--- config.mk ---
export PLATFORM = sky130hd
export DESIGN_NAME = cpu_io_bridge
export DESIGN_NICKNAME = d
export VERILOG_FILES = /design/src/rtl/cpu_io_bridge.sv
export SDC_FILE = /design/constraint.sdc
export NUM_CORES = 1
export LEC_CHECK = 0
export CORE_ASPECT_RATIO = 0.7
export CORE_MARGIN = 5
export CORE_UTILIZATION = 58
export CTS_CLUSTER_DIAMETER = 60
export CTS_CLUSTER_SIZE = 30
export DETAILED_ROUTE_END_ITERATION = 6
export PLACE_DENSITY = 0.83
export SLEW_MARGIN = 0
export SYNTH_ARGS = -nofsm -noshare
export SYNTH_HDL_FRONTEND = slang
export SYNTH_SLANG_ARGS = --single-unit
--- constraint.sdc ---
create_clock -name clk_w -period 5.2 [get_ports clk_w]
set_clock_uncertainty 0.2 [all_clocks]
set_input_delay 0.52 -clock clk_w [delete_from_list [all_inputs] [get_ports clk_w]]
set_output_delay 0.52 -clock clk_w [all_outputs]
set_load 0.02 [all_outputs]
--- src/rtl/cpu_io_bridge.sv ---
// cpu_io_bridge: synchronizes asynchronous CPU strobes and serializes
// them into single-cycle VDP requests, buffering writes in a small FIFO.
module cpu_io_bridge #(
    parameter int FIFO_DEPTH  = 4,
    parameter int ACK_TIMEOUT = 15
) (
    input  logic       clk_w,
    input  logic       reset_n_w,
    input  logic       csrn_w,
    input  logic       cswn_w,
    input  logic [1:0] port_sel,
    input  logic [7:0] cd_in,
    output logic       vdp_req,
    output logic       vdp_wrt,
    output logic [1:0] vdp_adr,
    output logic [7:0] vdp_dbo,
    input  logic       vdp_ack,
    input  logic [7:0] vdp_dbi,
    output logic [7:0] rd_data,
    output logic       busy,
    output logic       overflow,
    output logic       timeout
);

    localparam int AW = $clog2(FIFO_DEPTH);
    localparam int WW = $clog2(ACK_TIMEOUT + 1);
    localparam logic [AW:0]   FULL_CNT = (AW+1)'(FIFO_DEPTH);
    localparam logic [AW:0]   CNT_ONE  = (AW+1)'(1);
    localparam logic [AW-1:0] PTR_ONE  = AW'(1);
    localparam logic [WW-1:0] TO_CNT   = WW'(ACK_TIMEOUT);
    localparam logic [WW-1:0] WAIT_ONE = WW'(1);

    typedef enum logic [2:0] {
        IDLE, WR_REQ, WR_WAIT, RD_REQ, RD_WAIT
    } state_t;

    state_t        state_q;
    logic [WW-1:0] wait_q;

    logic rd_s1_q, rd_s2_q, rd_s3_q;
    logic wr_s1_q, wr_s2_q, wr_s3_q;
    logic [1:0] settle_q;
    logic armed, wr_start, rd_start;

    logic [9:0]    mem_q [FIFO_DEPTH];
    logic [AW-1:0] wptr_q, rptr_q;
    logic [AW:0]   cnt_q;
    logic [9:0]    head;
    logic          fifo_empty, fifo_full, push, pop;

    logic       read_pend_q;
    logic [1:0] rd_port_q;

    // Edges are ignored until the synchronizers hold real samples,
    // so a strobe held low across reset release is not a start.
    always_ff @(posedge clk_w or negedge reset_n_w) begin
        if (!reset_n_w) begin
            rd_s1_q  <= 1'b1;
            rd_s2_q  <= 1'b1;
            rd_s3_q  <= 1'b1;
            wr_s1_q  <= 1'b1;
            wr_s2_q  <= 1'b1;
            wr_s3_q  <= 1'b1;
            settle_q <= 2'd0;
        end else begin
            rd_s1_q <= csrn_w;
            rd_s2_q <= rd_s1_q;
            rd_s3_q <= rd_s2_q;
            wr_s1_q <= cswn_w;
            wr_s2_q <= wr_s1_q;
            wr_s3_q <= wr_s2_q;
            if (settle_q != 2'd3) begin
                settle_q <= settle_q + 2'd1;
            end
        end
    end

    assign armed    = (settle_q == 2'd3);
    assign wr_start = armed & wr_s3_q & ~wr_s2_q & rd_s2_q;
    assign rd_start = armed & rd_s3_q & ~rd_s2_q & wr_s2_q;

    assign head       = mem_q[rptr_q];
    assign fifo_empty = (cnt_q == '0);
    assign fifo_full  = (cnt_q == FULL_CNT);
    assign pop  = (state_q == WR_WAIT) & (vdp_ack | (wait_q == TO_CNT));
    assign push = wr_start & (~fifo_full | pop);

    always_ff @(posedge clk_w) begin
        if (push) begin
            mem_q[wptr_q] <= {port_sel, cd_in};
        end
    end

    always_ff @(posedge clk_w or negedge reset_n_w) begin
        if (!reset_n_w) begin
            wptr_q   <= '0;
            rptr_q   <= '0;
            cnt_q    <= '0;
            overflow <= 1'b0;
        end else begin
            if (push) begin
                wptr_q <= wptr_q + PTR_ONE;
            end
            if (pop) begin
                rptr_q <= rptr_q + PTR_ONE;
            end
            case ({push, pop})
                2'b10:   cnt_q <= cnt_q + CNT_ONE;
                2'b01:   cnt_q <= cnt_q - CNT_ONE;
                default: cnt_q <= cnt_q;
            endcase
            if (wr_start && !push) begin
                overflow <= 1'b1;
            end
        end
    end

    // A new read start wins over the clear so a late read is not lost.
    always_ff @(posedge clk_w or negedge reset_n_w) begin
        if (!reset_n_w) begin
            read_pend_q <= 1'b0;
            rd_port_q   <= 2'd0;
        end else if (rd_start) begin
            read_pend_q <= 1'b1;
            rd_port_q   <= port_sel;
        end else if (state_q == RD_REQ) begin
            read_pend_q <= 1'b0;
        end
    end

    always_ff @(posedge clk_w or negedge reset_n_w) begin
        if (!reset_n_w) begin
            state_q <= IDLE;
            wait_q  <= '0;
            vdp_req <= 1'b0;
            vdp_wrt <= 1'b0;
            vdp_adr <= 2'd0;
            vdp_dbo <= 8'd0;
            rd_data <= 8'd0;
            timeout <= 1'b0;
        end else begin
            vdp_req <= 1'b0;
            vdp_wrt <= 1'b0;
            unique case (state_q)
                IDLE: begin
                    if (!fifo_empty) begin
                        state_q <= WR_REQ;
                        vdp_req <= 1'b1;
                        vdp_wrt <= 1'b1;
                        vdp_adr <= head[9:8];
                        vdp_dbo <= head[7:0];
                    end else if (read_pend_q) begin
                        state_q <= RD_REQ;
                        vdp_req <= 1'b1;
                        vdp_adr <= rd_port_q;
                    end
                end
                WR_REQ: begin
                    state_q <= WR_WAIT;
                    wait_q  <= '0;
                end
                WR_WAIT: begin
                    if (vdp_ack) begin
                        state_q <= IDLE;
                    end else if (wait_q == TO_CNT) begin
                        state_q <= IDLE;
                        timeout <= 1'b1;
                    end else begin
                        wait_q <= wait_q + WAIT_ONE;
                    end
                end
                RD_REQ: begin
                    state_q <= RD_WAIT;
                    wait_q  <= '0;
                end
                RD_WAIT: begin
                    if (vdp_ack) begin
                        state_q <= IDLE;
                        rd_data <= vdp_dbi;
                    end else if (wait_q == TO_CNT) begin
                        state_q <= IDLE;
                        timeout <= 1'b1;
                    end else begin
                        wait_q <= wait_q + WAIT_ONE;
                    end
                end
                default: state_q <= IDLE;
            endcase
        end
    end

    assign busy = ~fifo_empty | read_pend_q | (state_q != IDLE);

endmodule

==> results of run 1 <==
==> report_power, final <==
group | total, uW | switching, uW | internal [uW]
combinational | 776 | 365 | 411
sequential | 1030 | 157 | 877
clock | 440 | 221 | 220
==> logic make-up after synthesis <==
family          synth area share [%]
compound gates                  5.53
xor+xnor                        1.46
flops                           68.0
mux                             13.2
buf+inv                         1.53
simple gates                    7.57
fa+ha+maj                       2.71
==> worst reg2reg max path, stage by stage, from the launching register on <==
cell and delay, ps:
sky130_fd_sc_hd__dfrtp_1 400, sky130_fd_sc_hd__ha_1 270, sky130_fd_sc_hd__and4b_1 290, sky130_fd_sc_hd__nor3_4 290
sky130_fd_sc_hd__inv_1 80, sky130_fd_sc_hd__fa_1 430, sky130_fd_sc_hd__a221oi_1 300, sky130_fd_sc_hd__a21oi_1 80
==> synth_stat cells, types with 3 or more instances <==
master / count
sky130_fd_sc_hd__o21ai_0: 3
sky130_fd_sc_hd__o22ai_1: 3
sky130_fd_sc_hd__xnor2_1: 4
sky130_fd_sc_hd__buf_2: 4
sky130_fd_sc_hd__inv_1: 6
sky130_fd_sc_hd__edfxtp_1: 40
sky130_fd_sc_hd__mux4_2: 10
sky130_fd_sc_hd__dfrtp_1: 41
sky130_fd_sc_hd__nor2b_1: 5
sky130_fd_sc_hd__nand3_1: 3
sky130_fd_sc_hd__ha_1: 6
sky130_fd_sc_hd__and2_1: 4
sky130_fd_sc_hd__mux2_2: 21
sky130_fd_sc_hd__nand2_1: 9
sky130_fd_sc_hd__nor2_1: 8
sky130_fd_sc_hd__a21oi_1: 9
sky130_fd_sc_hd__dfstp_2: 6
==> sequential cells by signal, summed over array words and instances (netlist names) <==
| signal | flops |
|---|---|
| cnt_q | 3 |
| mem_q | 40 |
| overflow | 1 |
| rd_data | 8 |
| rd_port_q | 2 |
| rd_s1_q | 1 |
| rd_s2_q | 1 |
| rd_s3_q | 1 |
| read_pend_q | 1 |
| rptr_q | 2 |
| settle_q | 2 |
| state_q | 3 |
| timeout | 1 |
| vdp_adr | 2 |
| vdp_dbo | 8 |
| vdp_req | 1 |
| vdp_wrt | 1 |
| wait_q | 4 |
| wptr_q | 2 |
| wr_s1_q | 1 |
| wr_s2_q | 1 |
| wr_s3_q | 1 |
==> cell type report <==
| class | count | area (um2) |
|---|---|---|
| flip-flops and latches | 87 | 2380 |
| fillers | 387 | 1580 |
| multi-input cells | 115 | 1070 |
| repair buffers | 45 | 445 |
| clock buffers | 10 | 128 |
| well taps | 75 | 93.8 |
| clock inverters | 6 | 61.3 |
| inverters | 6 | 22.5 |
==> stage by stage <==
stage / cell area [um2] / total power, uW
after floorplan: 3510 / 1540
after global placement: 4010 / 1790
after detailed placement: 4010 / 1830
after CTS: 4200 / 2280
after global routing: 4200 / 2390
final: 4200 / 2250
==> layer usage <==
layer	part of all wire, %	track usage, %	wire, um
met1	45	25.5	2800
met2	49	27.6	3020
met3	4.4	4.81	272
met4	1.2	5.32	74
met5	0	0	0
==> path summary, 6_finish.rpt <==
kind	endpoint	cells after the start	slack [ps]	start
max	busy	3	2420	cnt_q[2]$_DFFE_PN0P_
min	wait_q[1]$_DFFE_PN0P_	1	160	reset_n_w
max reg2reg	cnt_q[2]$_DFFE_PN0P_	7	2730	settle_q[0]$_DFFE_PN0P_
min reg2reg	wr_s2_q$_DFF_PN1_	0	160	wr_s1_q$_DFF_PN1_
max in group asynchronous	vdp_dbo[2]$_DFFE_PN0P_	1	3980	reset_n_w
min in group clk_w	wr_s2_q$_DFF_PN1_	0	160	wr_s1_q$_DFF_PN1_
==> placed cells by master (no fill, tap or decap), drive strengths merged, types with 3 or more instances in the layout <==
master / n
nand2: 10
clkinv: 3
clkdlybuf4s50: 44
edfxtp: 40
nor3: 3
ha: 6
nor2: 8
inv: 6
o21ai: 3
nand3: 4
a31oi: 3
mux4: 10
mux2: 21
clkbuf: 10
o22ai: 3
and2: 4
dfrtp: 41
nor2b: 5
xnor2: 4
dfstp: 6
a21oi: 9
==> results.md, run 1 <==
* Result of the run: finished, final reports clean
* Setup repair after global routing missed its margin: false
* Post-synthesis sequential element count at 87
* Final setup violation count at 0
* Wire length after detailed routing at 6170 um
* Cell count after synthesis at 214
* Achievable clock frequency at 360 MHz
* Total of hold buffers inserted after clock tree synthesis at 0
* Number of core rows at 23
* Area of the die at 7720 um2
* Worst endpoint data arrival time at 2060 ps
* Static Leakage at 0.00157 uW
* Number of max-slew violations in the final report at 0
* # port buffers at 45
* CP max stage delay at 560 ps
* Post-detail-place hpwl at 4310 um
* Critical path type: flop to output port
* Kind of end point of the critical path: output port
* Number of buffers on the longest clock path at 2
* GPL Wtd Cong at 0.741
* Leading area contributor after synthesis: sky130_fd_sc_hd__edfxtp_1
* Total number of nets in the final design at 294
* Setup WS pre-CTS at 2500 ps
* Diode insertion count for antenna repair at 0
* Layout Utilization at 72.7%
* Clock buffer count from CTS at 9
* Post-route fraction of the period consumed by the critical path at 53.5%
* Number of nets in the synthesized netlist at 244
* Filler-free cell count of the finished design at 344
* Library cell contributing the largest single delay on the critical path: sky130_fd_sc_hd__clkdlybuf4s50_1
* Die H at 75.0 um
* Data required time of the critical path at 4480 ps
* CP max FO at 8
* Avg Synthesized Cell Area at 16.4 um2
* Count of buffers added by post-CTS timing repair for setup at 0
* First-pass detailed-route iteration total at 4
* WHS at 158 ps
* Buffer type at the clock tree root: sky130_fd_sc_hd__clkbuf_8
* Final hold violations at 0
* Synth area leaders: sky130_fd_sc_hd__edfxtp_1 34%, sky130_fd_sc_hd__dfrtp_1 29%, sky130_fd_sc_hd__mux2_2 6.7%
* Share of synthesized registers carrying an async set or reset at 54.0%
* Buf+Inv Stages, Crit Path at 1
* Initial Util at 60.6%
* Max transition margin at 30.2%
* Detailed Route Iter0 Violations at 101
* Insertion delay of the later-clocked pin in the worst-skew pair at 340 ps
* Overall routing resource usage at 17.9%
* Via density at 5.63
* Clock Sinks at 87
* Final routed wire length divided by cell count at 17.9 um
* Max capacitance violation total at 0
* Count of antenna-violating nets left after detailed routing at 0
* Hold/Removal Path Class: input port to async pin
* Pwr dens at 536 nW/um2
* Number of gates resized after cts at 0
* Clock-pin slew on the worst setup and hold paths at 80 ps
* Yosys warnings at 0
* Time the final worst path needs with I/O delays and setup at 2780 ps
* Slack of the critical path at 2420 ps
* Total overflow reported by the global router at 0
* Most instantiated flip-flop cell in the synthesis netlist: sky130_fd_sc_hd__dfrtp_1
* Worst IR Drop VDD at 235 uV
* TritonCTS clock tree: yes
* Area growth from synthesis to final layout at 19.9%
* Top Ports at 46
* Share of post-route cells with drive strength above 1 at 21.9%
* Number of antenna violations at the first check in global routing at 0
* Summed instance area of the synthesized netlist at 3510 um2
* Cell count after placement at 328
* Number of enable-type register cells in the synthesized netlist at 40
* Kind of cell with the highest combined delay on the critical path: simple AND/OR/NAND/NOR gates
* Floorplan core area at 5780 um2
* Part of the Yosys area used for sequential elements at 68.0%
* Largest net degree at the start of global routing at 48
* Vias in the first global route at 2063
* Critical-path cell list: nor4_1, nand2_1, clkdlybuf4s50_1
* Count of cell types in the netlist at 45
* Die width at 103 um
* First-pass GRT wire length at 10300 um
* Critical path startpoint category: flop
* Post-detailed-route DRC marker count at 0
* Routed via count at 1937
* Maximum level of the CTS H-tree at 3
* Setup TNS at 0 ps
* Transition time at the pin with the least slew margin at 1050 ps
* Area share of the largest cell type after synthesis at 34.3%
No activity file was read; power rests on OpenSTA's default activity.
==> inputs of run 2 (changes only) <==
CORE_UTILIZATION = 54   (was 58)
PLACE_DENSITY = 0.78   (was 0.83)
clock period = 2.8 ns   (was 5.2 ns; I/O delays follow)
==> results.md, run 2 (synthesis gave the netlist of run 1 again) <==
* Final routed wire length divided by cell count at 16.2 um (-9.5%)
* Largest net degree at the start of global routing at 34 (-29%)
* Global-route track usage on met1 at 21.8% (-3.7 points)
* Largest register FFs at 40 (unchanged)
* Count of buffers added by post-CTS timing repair for setup at 0 (unchanged)
* Number of core rows at 24 (+4.3%)
* Hold/Removal Path Class: input port to flop
* Worst endpoint data arrival time at 2070 ps (about the same)
* Diode insertion count for antenna repair at 0 (unchanged)
* TritonCTS clock tree: yes
* Pwr dens at 981 nW/um2 (+83%)
* Die width at 106 um (+3.3%)
* Routed via count at 1933 (-0.21%)
* Insertion delay of the later-clocked pin in the worst-skew pair at 340 ps (about the same)
* Kind of end point of the critical path: output port
* Number of gates resized after cts at 0 (unchanged)
* Most used routing layer in global routing: met2
* Static Leakage at 0.00160 uW (+2.3%)
* Critical path type: flop to output port
* Data required time of the critical path at 2320 ps (-2160 ps)
* Crit. Startpoint: cnt_q[2]$_DFFE_PN0P_
* GPL Wtd Cong at 0.733 (-1.2%)
* Area growth from synthesis to final layout at 21.3%
* Worst IR Drop VDD at 480 uV (+100%)
* Post-detailed-route DRC marker count at 0 (unchanged)
* CP max FO at 8 (unchanged)
* Final hold violations at 0 (unchanged)
* Largest registers: mem_q x40, rd_data x8, vdp_dbo x8
* Max transition margin at 61.8% (+32 points)
* WHS at 151 ps (-6.76 ps)
* Via density at 5.46 (-3.0%)
* First-pass detailed-route iteration total at 4 (unchanged)
* Register bank with the most flops: mem_q
* Clock Sinks at 87 (unchanged)
* Critical path startpoint category: flop
* Storage element area at 2380 um2 (unchanged)
* Worst min-delay path startpoint: csrn_w
* Number of max-slew violations in the final report at 0 (unchanged)
* Layout Utilization at 67.8% (-4.9 points)
* Post-route fraction of the period consumed by the critical path at 90.9%
* Overall routing resource usage at 15.2% (-2.7 points)
* Number of antenna violations at the first check in global routing at 0 (unchanged)
* Top Ports at 46 (unchanged)
* Setup repair after global routing missed its margin: false
* Fillcell total at 425 (+9.8%)
* Filler-free cell count of the finished design at 354 (+2.9%)
* GR Layer Usage met2 at 22.8% (-4.8 points)
* Post-detail-place hpwl at 4140 um (-4.0%)
* Vias in the first global route at 1947 (-5.6%)
* Setup TNS at 0 ps (unchanged)
* Post-place instance area at 4060 um2 (+1.2%)
* First-pass GRT wire length at 9700 um (-5.9%)
* Count of antenna-violating nets left after detailed routing at 0 (unchanged)
* Area taken by multi-input logic gates at 1070 um2 (unchanged)
* Transition time at the pin with the least slew margin at 569 ps (-478 ps)
* Initial Util at 55.9% (-4.7 points)
* Clock buffer count from CTS at 9 (unchanged)
* Total of hold buffers inserted after clock tree synthesis at 1 (+1)
* Result of the run: finished, final reports clean
* Floorplan core area at 6280 um2 (+8.5%)
* Wire length after detailed routing at 5740 um (-6.9%)
* Achievable clock frequency at 393 MHz
* Final setup violation count at 0 (unchanged)
* Number of buffers on the longest clock path at 2 (unchanged)
* Most common cell after layout, fill and taps aside: sky130_fd_sc_hd__clkdlybuf4s50_1
* Total overflow reported by the global router at 0 (unchanged)
* Max capacitance violation total at 0 (unchanged)
* Post-route design area at 4250 um2 (+1.2%)
* Die H at 77.4 um (+3.2%)
* Detailed Route Iter0 Violations at 98 (-3.0%)
* Maximum level of the CTS H-tree at 3 (unchanged)
* # port buffers at 45 (unchanged)
* Grt met3 use at 4.23% (-0.59 points)
* Clock-pin slew on the worst setup and hold paths at 70 ps (about the same)
* Area of the die at 8230 um2 (+6.5%)
* Buffer type at the clock tree root: sky130_fd_sc_hd__clkbuf_8
* Share of post-route cells with drive strength above 1 at 23.2% (+1.3 points)
* Reg-to-Reg Start: settle_q[0]$_DFFE_PN0P_
* Time the final worst path needs with I/O delays and setup at 2550 ps
* Total number of nets in the final design at 301 (+2.4%)
* Commonest cells after routing, fill and taps aside: 44 x sky130_fd_sc_hd__clkdlybuf4s50_1, 41 x sky130_fd_sc_hd__dfrtp_1, 40 x sky130_fd_sc_hd__edfxtp_1
* Cell count after placement at 337 (+2.7%)
run 2: cell count changes in the layout (fill, tap and decap cells not counted):
cell,delta
sky130_fd_sc_hd__clkinv_1,-1
sky130_fd_sc_hd__clkinvlp_4,-1
sky130_fd_sc_hd__clkinv_2,+1
sky130_fd_sc_hd__clkbuf_1,+2
sky130_fd_sc_hd__clkinv_4,-1
sky130_fd_sc_hd__buf_4,+6
sky130_fd_sc_hd__dlygate4sd3_1,+1
run 2: through the flow:
step / setup slack, ps / power, uW
finish: 255 / 4170
global route: 144 / 4440
CTS: 247 / 4220
detailed placement: 355 / 3410
global placement: 416 / 3360
floorplan: 537 / 2850
run 2: final timing paths:
path	endpoint	depth (start not counted)	slack, ps
max in group asynchronous	rd_s3_q$_DFF_PN1_	3	1420
min in group asynchronous	wait_q[0]$_DFFE_PN0P_	2	190
max reg2reg	cnt_q[2]$_DFFE_PN0P_	7	350
min reg2reg	wr_s2_q$_DFF_PN1_	0	160
min	rd_s1_q$_DFF_PN1_	1	150
max	busy	3	250
run 2: where the power goes:
group / switching [uW] / leakage [uW] / internal, uW
clock network: 399 / 0.0000880 / 410
logic: 691 / 0.000600 / 789
registers: 258 / 0.000915 / 1630
run 2: layout make-up:
type | instances | share of cell area (%)
flip-flops and latches | 87 | 56.1
multi-input cells | 115 | 25.1
repair buffers | 52 | 11.8
clock buffers | 12 | 3.18
well taps | 78 | 2.29
clock inverters | 4 | 1.09
inverters | 6 | 0.529
run 2: layer usage:
metal | part of all wire (%) | wire length, um
met5 | 0 | 0
met4 | 0.84 | 48
met3 | 5.3 | 302
met2 | 47 | 2700
met1 | 47 | 2690
run 2: critical path, stage by stage, from the launching register on:
cell and delay [ps]:
sky130_fd_sc_hd__dfrtp_1 500, sky130_fd_sc_hd__nor4_1 560, sky130_fd_sc_hd__nand2_1 110, sky130_fd_sc_hd__clkdlybuf4s50_1 560
==> inputs of run 3 (changes only) <==
CTS_CLUSTER_SIZE = not set   (was 30)
==> results of run 3 <==
Final layout, timing and power as in run 2 (identical DEF).
